`config.mk`:
```
export PLATFORM = sky130hd
export DESIGN_NAME = alu_mul_seq
export DESIGN_NICKNAME = d
export VERILOG_FILES = /design/src/rtl/alu_mul_seq.sv
export SDC_FILE = /design/constraint.sdc
export NUM_CORES = 1
export LEC_CHECK = 0
export CAP_MARGIN = 5
export CORE_UTILIZATION = 45
export CTS_BUF_LIST = sky130_fd_sc_hd__clkbuf_8
export DETAILED_ROUTE_END_ITERATION = 12
export PLACE_DENSITY = 0.84
export SYNTH_ARGS = -nofsm -noshare
export SYNTH_HDL_FRONTEND = slang
export SYNTH_SLANG_ARGS = --single-unit
```
`constraint.sdc`:
```
create_clock -name i_clk -period 3.5 [get_ports i_clk]
set_input_delay 0.7 -clock i_clk [delete_from_list [all_inputs] [get_ports i_clk]]
set_output_delay 0.7 -clock i_clk [all_outputs]
set_load 0.1 [all_outputs]
```
`src/rtl/alu_mul_seq.sv`:
```
// alu_mul_seq: sequential shift-add multiplier that borrows the ALU's WIDTH-bit
// adder through the add_* ports. It does one partial-product step per RUN cycle,
// then presents the 2*WIDTH-bit product alongside a one-cycle done pulse.
module alu_mul_seq #(
    parameter int WIDTH = 8
) (
    input  logic               i_clk,
    input  logic               i_rst,
    input  logic               i_start,
    input  logic [WIDTH-1:0]   i_a,
    input  logic [WIDTH-1:0]   i_b,
    output logic               o_ready,
    output logic               o_busy,
    output logic               o_done,
    output logic [2*WIDTH-1:0] o_product,
    output logic [WIDTH-1:0]   o_add_x,
    output logic [WIDTH-1:0]   o_add_y,
    input  logic [WIDTH-1:0]   i_add_sum,
    input  logic               i_add_cout
);

    localparam int CW = $clog2(WIDTH) + 1;
    localparam logic [CW-1:0] LAST = CW'(WIDTH - 1);

    typedef enum logic [1:0] {
        S_IDLE,
        S_RUN,
        S_DONE
    } state_t;

    state_t           r_state;
    logic [WIDTH-1:0] r_acc;
    logic [WIDTH-1:0] r_mq;
    logic [WIDTH-1:0] r_mcand;
    logic [CW-1:0]    r_cnt;

    logic             w_run;

    assign w_run = (r_state == S_RUN);

    // Status flags decode straight from state; product is the {acc,mq} pair,
    // which only moves on a load or in RUN, so it holds through DONE and IDLE.
    assign o_ready   = (r_state == S_IDLE);
    assign o_busy    = (r_state != S_IDLE);
    assign o_done    = (r_state == S_DONE);
    assign o_product = {r_acc, r_mq};

    // The shared adder only sees non-zero operands during RUN; mq[0] selects
    // whether this step adds the multiplicand or just shifts.
    assign o_add_x = w_run ? r_acc : '0;
    assign o_add_y = (w_run && r_mq[0]) ? r_mcand : '0;

    // Controller and datapath: capture operands, take WIDTH shift-add steps,
    // hold one DONE cycle, and return to IDLE. Reset aborts immediately.
    always_ff @(posedge i_clk) begin
        if (i_rst) begin
            r_state <= S_IDLE;
            r_acc   <= '0;
            r_mq    <= '0;
            r_mcand <= '0;
            r_cnt   <= '0;
        end else begin
            case (r_state)
                S_IDLE: begin
                    if (i_start) begin
                        r_mcand <= i_a;
                        r_mq    <= i_b;
                        r_acc   <= '0;
                        r_cnt   <= '0;
                        r_state <= S_RUN;
                    end
                end
                S_RUN: begin
                    // Carry and sum shift right as one WIDTH+1-bit value; the
                    // bit falling out of acc becomes the next product LSB in mq.
                    r_acc   <= {i_add_cout, i_add_sum[WIDTH-1:1]};
                    r_mq    <= {i_add_sum[0], r_mq[WIDTH-1:1]};
                    r_cnt   <= r_cnt + 1'b1;
                    if (r_cnt == LAST) begin
                        r_state <= S_DONE;
                    end
                end
                S_DONE: begin
                    r_state <= S_IDLE;
                end
                default: begin
                    r_state <= S_IDLE;
                end
            endcase
        end
    end

endmodule

```
==> results.md, run 1 <==
- Result of the run: finished clean
- Full die area: 3177 sq um
- Setup violators final: 0
- Drt pass-1 iters: 4
- Power Dens Cells: ~450 nW/um^2
- Drt drc: 0
- CP arrival: 2.30 ns
- Worst-margin pin slew: about 1 ns
- RSZ-0062 raised after global routing: false
- Max Slew Vio Count: 0
- Port bufs: 62
- Antenna cells: 0
- Vias: between 1000 and 1500
- CP max FO: 23
- Max Cap Viol: 0
- Inserted Clock Buffers: 5
- Fraction of final layout cells sized beyond drive strength 1: 16.90%
- Mean area per synthesized cell: between 8 and 9 sq um
- Fin. Hold Viols: 0
- GRT Util Overall: ~22%
- Sum of negative setup slack: 0 ns
- P_leak: approximately 0.84 nW
- Post-route ant nets: 0
- CTS tree: done
- Starting DRT DRC Count: 40
- Post-Syn Area: roughly 1300 sq um
- Die W: roughly 56 microns
- Mapped Cells: about 150
- WHS: 0.4519 ns
- Highest cell delay on the worst timing path: between 0.7 and 0.8 ns
- CTS Root Cell: clkbuf_8
- Routed WL: 3.249 mm
- Crit path kind: reg -> out
- Global-route wire length before repair: between 5 and 6 mm
- Post-CTS sizing: 0
- Vias in the first global route: 1287
- Clk buf depth: 2
- Filler cell count: 244
- Clock Sinks: 30
- Worst skew pair latency: between 0.2 and 0.3 ns
- F_max: 333.9 MHz
- Final #Nets: 242
- Global placer's final weighted congestion: 0.7428
- R2R setup slack: roughly 1.1 ns
- Total gr overflow: 0
- Die extent in y: roughly 56 microns
- Routed len/inst: 13.32 microns
- Core area: around 2800 sq um
- Initial Utilization: a little under half
- Crit share post-route: 85.58%
- #FFs+latches synth: 30
- Data required, critical path: ~2.8 ns
- Crit start category: register
- Largest net degree at the start of global routing: 24
- Fin crit period: 2.995 ns
- Worst rel slew slack: around 35%
- Skew final: 0.004288 ns
- CP endpoint kind: primary output
- Hold buffers post-CTS: 0
- Yosys warnings: 0
- Most frequent cells in the layout: clkdlybuf4s50_1 (42), dfxtp_1 (30), buf_4 (21)
- Initial antenna violation count: 0
- Slowest cell on crit path: nor2b_2
- # IOs: 63
- Sequential area share after synthesis: between 40 and 50%
- HP Class: reg -> reg
- Post-synth cell types: 30
- Vias/cell: roughly 5.4
- Post-CTS setup repair buffer count: 0
- Crit-path cells: nor2b_2 -> and3_1 -> buf_4
- # rows: 19
- Commonest non-fill, non-tap cell in the layout: clkdlybuf4s50_1
- Hpwl dp: around 2.4 mm
- Layout area overhead: 47.98%
- H-tree lvl count: 2
- Max rail drop VDD: approximately 0.43 mV
- Clock transition at path regs: around 0.06 ns
- Syn nets: between 150 and 200
cells by family after synthesis:
logic type | after synthesis | share of synthesized area (%)
and+or+nand+nor | 76 | 32.27
adders and majority gates | 1 | 0.9406
buffers and inverters | 13 | 4.986
AOI/OAI and AO/OA | 33 | 16.65
DFF | 30 | 45.16
metal layers:
metal / part of all wire [%] / vias up / wire [microns] / track usage (%)
li1: - / 645 / - / -
met5: 0 / - / 0 / 0
met3: 7.3 / 4 / 236 / 8.756
met2: 48 / 54 / 1570 / 38.61
met4: 0.92 / 0 / 30 / 9.756
met1: 43 / 618 / 1411 / 24.24
cells in the mapped netlist (all sizes together):
cell,number,area share [%]
dfxtp,30,45
a21oi,19,7.1
nand2,18,5.1
nor2,10,3.0
a22o,9,5.9
and3,9,4.2
and2,8,3.8
nand2b,8,3.8
or3b,8,5.3
nor3,7,2.6
buf,5,2.7
clkbuf,5,1.4
inv,3,0.85
nor2b,3,1.6
nor3b,2,1.5
a211o,1,0.66
a211oi,1,0.56
ha,1,0.94
nand3,1,0.38
nand3b,1,0.56
o21ba,1,0.75
o221a,1,0.85
o32a,1,0.75
or2,1,0.47
worst max-delay path, delay by kind of cell (launching register included):
| family | cells | cell delay (ns) |
|---|---|---|
| buffers and inverters | 1 | 0.29 |
| flip-flops | 1 | 0.72 |
| AND/OR/NAND/NOR | 2 | 1.00 |
per-stage QoR:
step / power, mW / utilization [%] / cell area, sq um / std cells / setup WS, ns
after floorplan: 0.5815 / - / 1330 / 153 / 0.7572
after global placement: 0.6514 / 68.02 / 1892 / 237 / 0.9649
after detailed placement: 0.6572 / 68.02 / 1892 / 237 / 0.8403
after CTS: 0.9042 / 70.76 / 1968 / 244 / 0.4972
after global routing: 0.9367 / 70.76 / 1968 / 244 / 0.3119
final: 0.8946 / 70.76 / 1968 / 244 / 0.5047
final cells by class:
class | count | area, sq um | share of cell area [%]
Multi-Input combinational cell | 110 | 663.1 | 33.69
Sequential cell | 30 | 600.6 | 30.51
Timing Repair Buffer | 63 | 578.1 | 29.37
Clock buffer | 5 | 68.82 | 3.496
Tap cell | 31 | 38.79 | 1.971
Inverter | 3 | 11.26 | 0.5722
Clock inverter | 2 | 7.507 | 0.3814
registers in the layout (all words and copies together) (netlist names):
name and cells:
r_acc 8, r_mcand 8, r_mq 8, r_cnt 4
r_state 2
final timing paths:
path                            cells after the start                     from                      end
worst max-delay path                                3  r_state[0]$_SDFFE_PP0P_               o_add_y[5]
worst min-delay path                                2  r_mcand[2]$_SDFFE_PP0P_  r_mcand[2]$_SDFFE_PP0P_
worst max register to register                      3  r_state[0]$_SDFFE_PP0P_    r_acc[7]$_SDFFE_PP0P_
worst min register to register                      2  r_mcand[2]$_SDFFE_PP0P_  r_mcand[2]$_SDFFE_PP0P_
report_power, final:
group          switching (mW)  internal [mW]  total, mW  leakage (nW)
Sequential             0.0206          0.364      0.384         0.246
Combinational           0.182         0.0835      0.265         0.546
Clock                   0.115          0.130      0.245        0.0466
Total                   0.317          0.578      0.895         0.839
Power figures use the tool's default switching activity.
==> inputs of run 2 (changes only) <==
Settings changed: CORE_MARGIN set to 2, SKIP_CTS_REPAIR_TIMING set to 1.
==> results.md, run 2 (synthesis gave the netlist of run 1 again) <==
- Result of the run: finished clean (unchanged)
- Worst-margin pin slew: 0.9796 ns (was 0.9772 ns)
- Fraction of final layout cells sized beyond drive strength 1: 17.76% (was 16.90%)
- Skew final: 0.002820 ns (was 0.004288 ns)
- Vias: 1288 (was 1321)
- Initial Utilization: 47.82% (unchanged)
- Clock Sinks: 30 (unchanged)
- Worst r2r src: r_state[0]$_SDFFE_PP0P_ (unchanged)
- Data required, critical path: 2.80 ns (about the same)
- # rows: 19 (unchanged)
- CP endpoint kind: primary output (unchanged)
- Flop pwr share: 41.3% (was 43.0%)
- Largest net degree at the start of global routing: 24 (unchanged)
- Internal: 0.6025 mW (was 0.5777 mW)
- Full die area: 3406 sq um (was 3177 sq um)
- Combinational Power Share: 28.5% (was 29.6%)
- Drt pass-1 iters: 4 (unchanged)
- Drt drc: 0 (unchanged)
- Max rail drop VDD: 0.4204 mV (was 0.4293 mV)
- CP max FO: 23 (unchanged)
- Inserted Clock Buffers: 5 (unchanged)
- P_sw: 0.3260 mW (was 0.3169 mW)
- Setup WS post-layout: 0.5386 ns (was 0.5047 ns)
- Final #Nets: 242 (unchanged)
- Worst rel slew slack: 34.49% (was 34.65%)
- Setup violators final: 0 (unchanged)
- GRT Util Overall: 20.83% (was 22.40%)
- Worst skew pair latency: 0.28 ns (about the same)
- Critical path origin: r_state[0]$_SDFFE_PP0P_ (unchanged)
- Pre-CTS setup slack: 0.8453 ns (was 0.8403 ns)
- Starting DRT DRC Count: 21 (was 40)
- Crit path kind: reg -> out (unchanged)
- Global-route wire length before repair: 5.354 mm (was 5.437 mm)
- Vias in the first global route: 1260 (was 1287)
- Crit start category: register (unchanged)
- Slowest cell on crit path: nor2b_2 (unchanged)
- Global placer's final weighted congestion: 0.7322 (was 0.7428)
- Core area: 2781 sq um (unchanged)
- Cell family with most CP delay: simple AND/OR/NAND/NOR gates (unchanged)
- CTS Root Cell: clkbuf_8 (unchanged)
- RSZ-0062 raised after global routing: false (unchanged)
- Clk buf depth: 2 (unchanged)
- Sw Share: 35.11% (was 35.43%)
- Sum of negative setup slack: 0 ns (unchanged)
- H-tree lvl count: 2 (unchanged)
- Total gr overflow: 0 (unchanged)
- Commonest non-fill, non-tap cell in the layout: clkdlybuf4s50_1 (unchanged)
- Most frequent cells in the layout: clkdlybuf4s50_1 (42), dfxtp_1 (30), buf_4 (21) (unchanged)
- Worst Path Buf+Inv: 1 (unchanged)
- Initial antenna violation count: 0 (unchanged)
- Largest regs: r_acc (8), r_mcand (8), r_mq (8) (unchanged)
- Power Dens Cells: 468.2 nW/um^2 (was 454.5 nW/um^2)
- Fin. Hold Viols: 0 (unchanged)
- Max Cap Viol: 0 (unchanged)
- CTS tree: done (unchanged)
- Hold path startpoint: r_mcand[6]$_SDFFE_PP0P_ (was r_mcand[2]$_SDFFE_PP0P_)
- Antenna cells: 0 (unchanged)
- Die W: 58.37 microns (was 56.37 microns)
- Power consumption: 0.9285 mW (was 0.8946 mW)
- Port bufs: 62 (unchanged)
- Clock transition at path regs: 0.06 ns (about the same)
- Max Slew Vio Count: 0 (unchanged)
- Routed len/inst: 13.62 microns (was 13.32 microns)
- Hpwl dp: 2.389 mm (was 2.385 mm)
- CP arrival: 2.26 ns (was 2.30 ns)
- Post-route ant nets: 0 (unchanged)
- P_leak: 0.8450 nW (was 0.8392 nW)
- Crit-path cells: nor2b_2 -> and3_1 -> buf_4 (unchanged)
- Vias/cell: 5.257 (was 5.414)
- Fin crit period: 2.961 ns (was 2.995 ns)
- Clock share of power: 30.2% (was 27.4%)
- # IOs: 63 (unchanged)
- Filler cell count: 213 (was 244)
- Crit share post-route: 84.61% (was 85.58%)
- Routed WL: 3.337 mm (was 3.249 mm)
- Highest cell delay on the worst timing path: 0.72 ns (was 0.73 ns)
- Layout area overhead: 49.11% (was 47.98%)
- HP Class: reg -> reg (unchanged)
- F_max: 337.7 MHz (was 333.9 MHz)
- Die extent in y: 58.37 microns (was 56.37 microns)
==> run 2: per-stage QoR <==
step	std cells	hold slack (ns)	util (%)	cell area, sq um
after floorplan	153	0.4319	-	1330
after global placement	237	0.4425	68.02	1892
after detailed placement	237	0.4471	68.02	1892
after CTS	245	0.4556	71.30	1983
after global routing	245	0.4808	71.30	1983
final	245	0.4547	71.30	1983
==> run 2: area by class of cell <==
| cell class | instances | area [sq um] | share of cell area [%] |
|---|---|---|---|
| clock buffer | 6 | 82.58 | 4.164 |
| timing repair buffer | 63 | 578.1 | 29.15 |
| inverter | 3 | 11.26 | 0.5678 |
| sequential | 30 | 600.6 | 30.28 |
| clock inverter | 2 | 8.758 | 0.4416 |
| tap | 31 | 38.79 | 1.956 |
| multi-input combinational | 110 | 663.1 | 33.44 |
==> run 2: worst reg2reg max path, cell delays in order (launching register included) <==
cell,delay [ns]
dfxtp_1,0.70
nor2b_2,0.72
nor2b_1,0.60
a22o_1,0.24
==> run 2: worst paths after layout <==
kind / slack (ns) / end / depth (start not counted)
min reg2reg: 0.45 / r_mcand[6]$_SDFFE_PP0P_ / 2
max reg2reg: 1.18 / r_acc[7]$_SDFFE_PP0P_ / 3
min: 0.45 / r_mcand[6]$_SDFFE_PP0P_ / 2
max: 0.54 / o_add_y[2] / 3
==> run 2: metal layers <==
metal | track usage [%] | share of wire (%) | vias to the layer above
met2 | 35.79 | 48 | 56
li1 | - | - | 647
met4 | 7.641 | 1.2 | 0
met3 | 8.791 | 9.2 | 6
met1 | 22.84 | 41 | 579
met5 | 0 | 0 | -
==> run 2: power groups by stage <==
stage | clock network (mW) | registers [mW] | logic [mW]
final | 0.280 | 0.384 | 0.265
after global routing | 0.300 | 0.388 | 0.278
after CTS | 0.284 | 0.384 | 0.266
after detailed placement | 0 | 0.391 | 0.265
after global placement | 0 | 0.390 | 0.261
after floorplan | 0 | 0.481 | 0.100
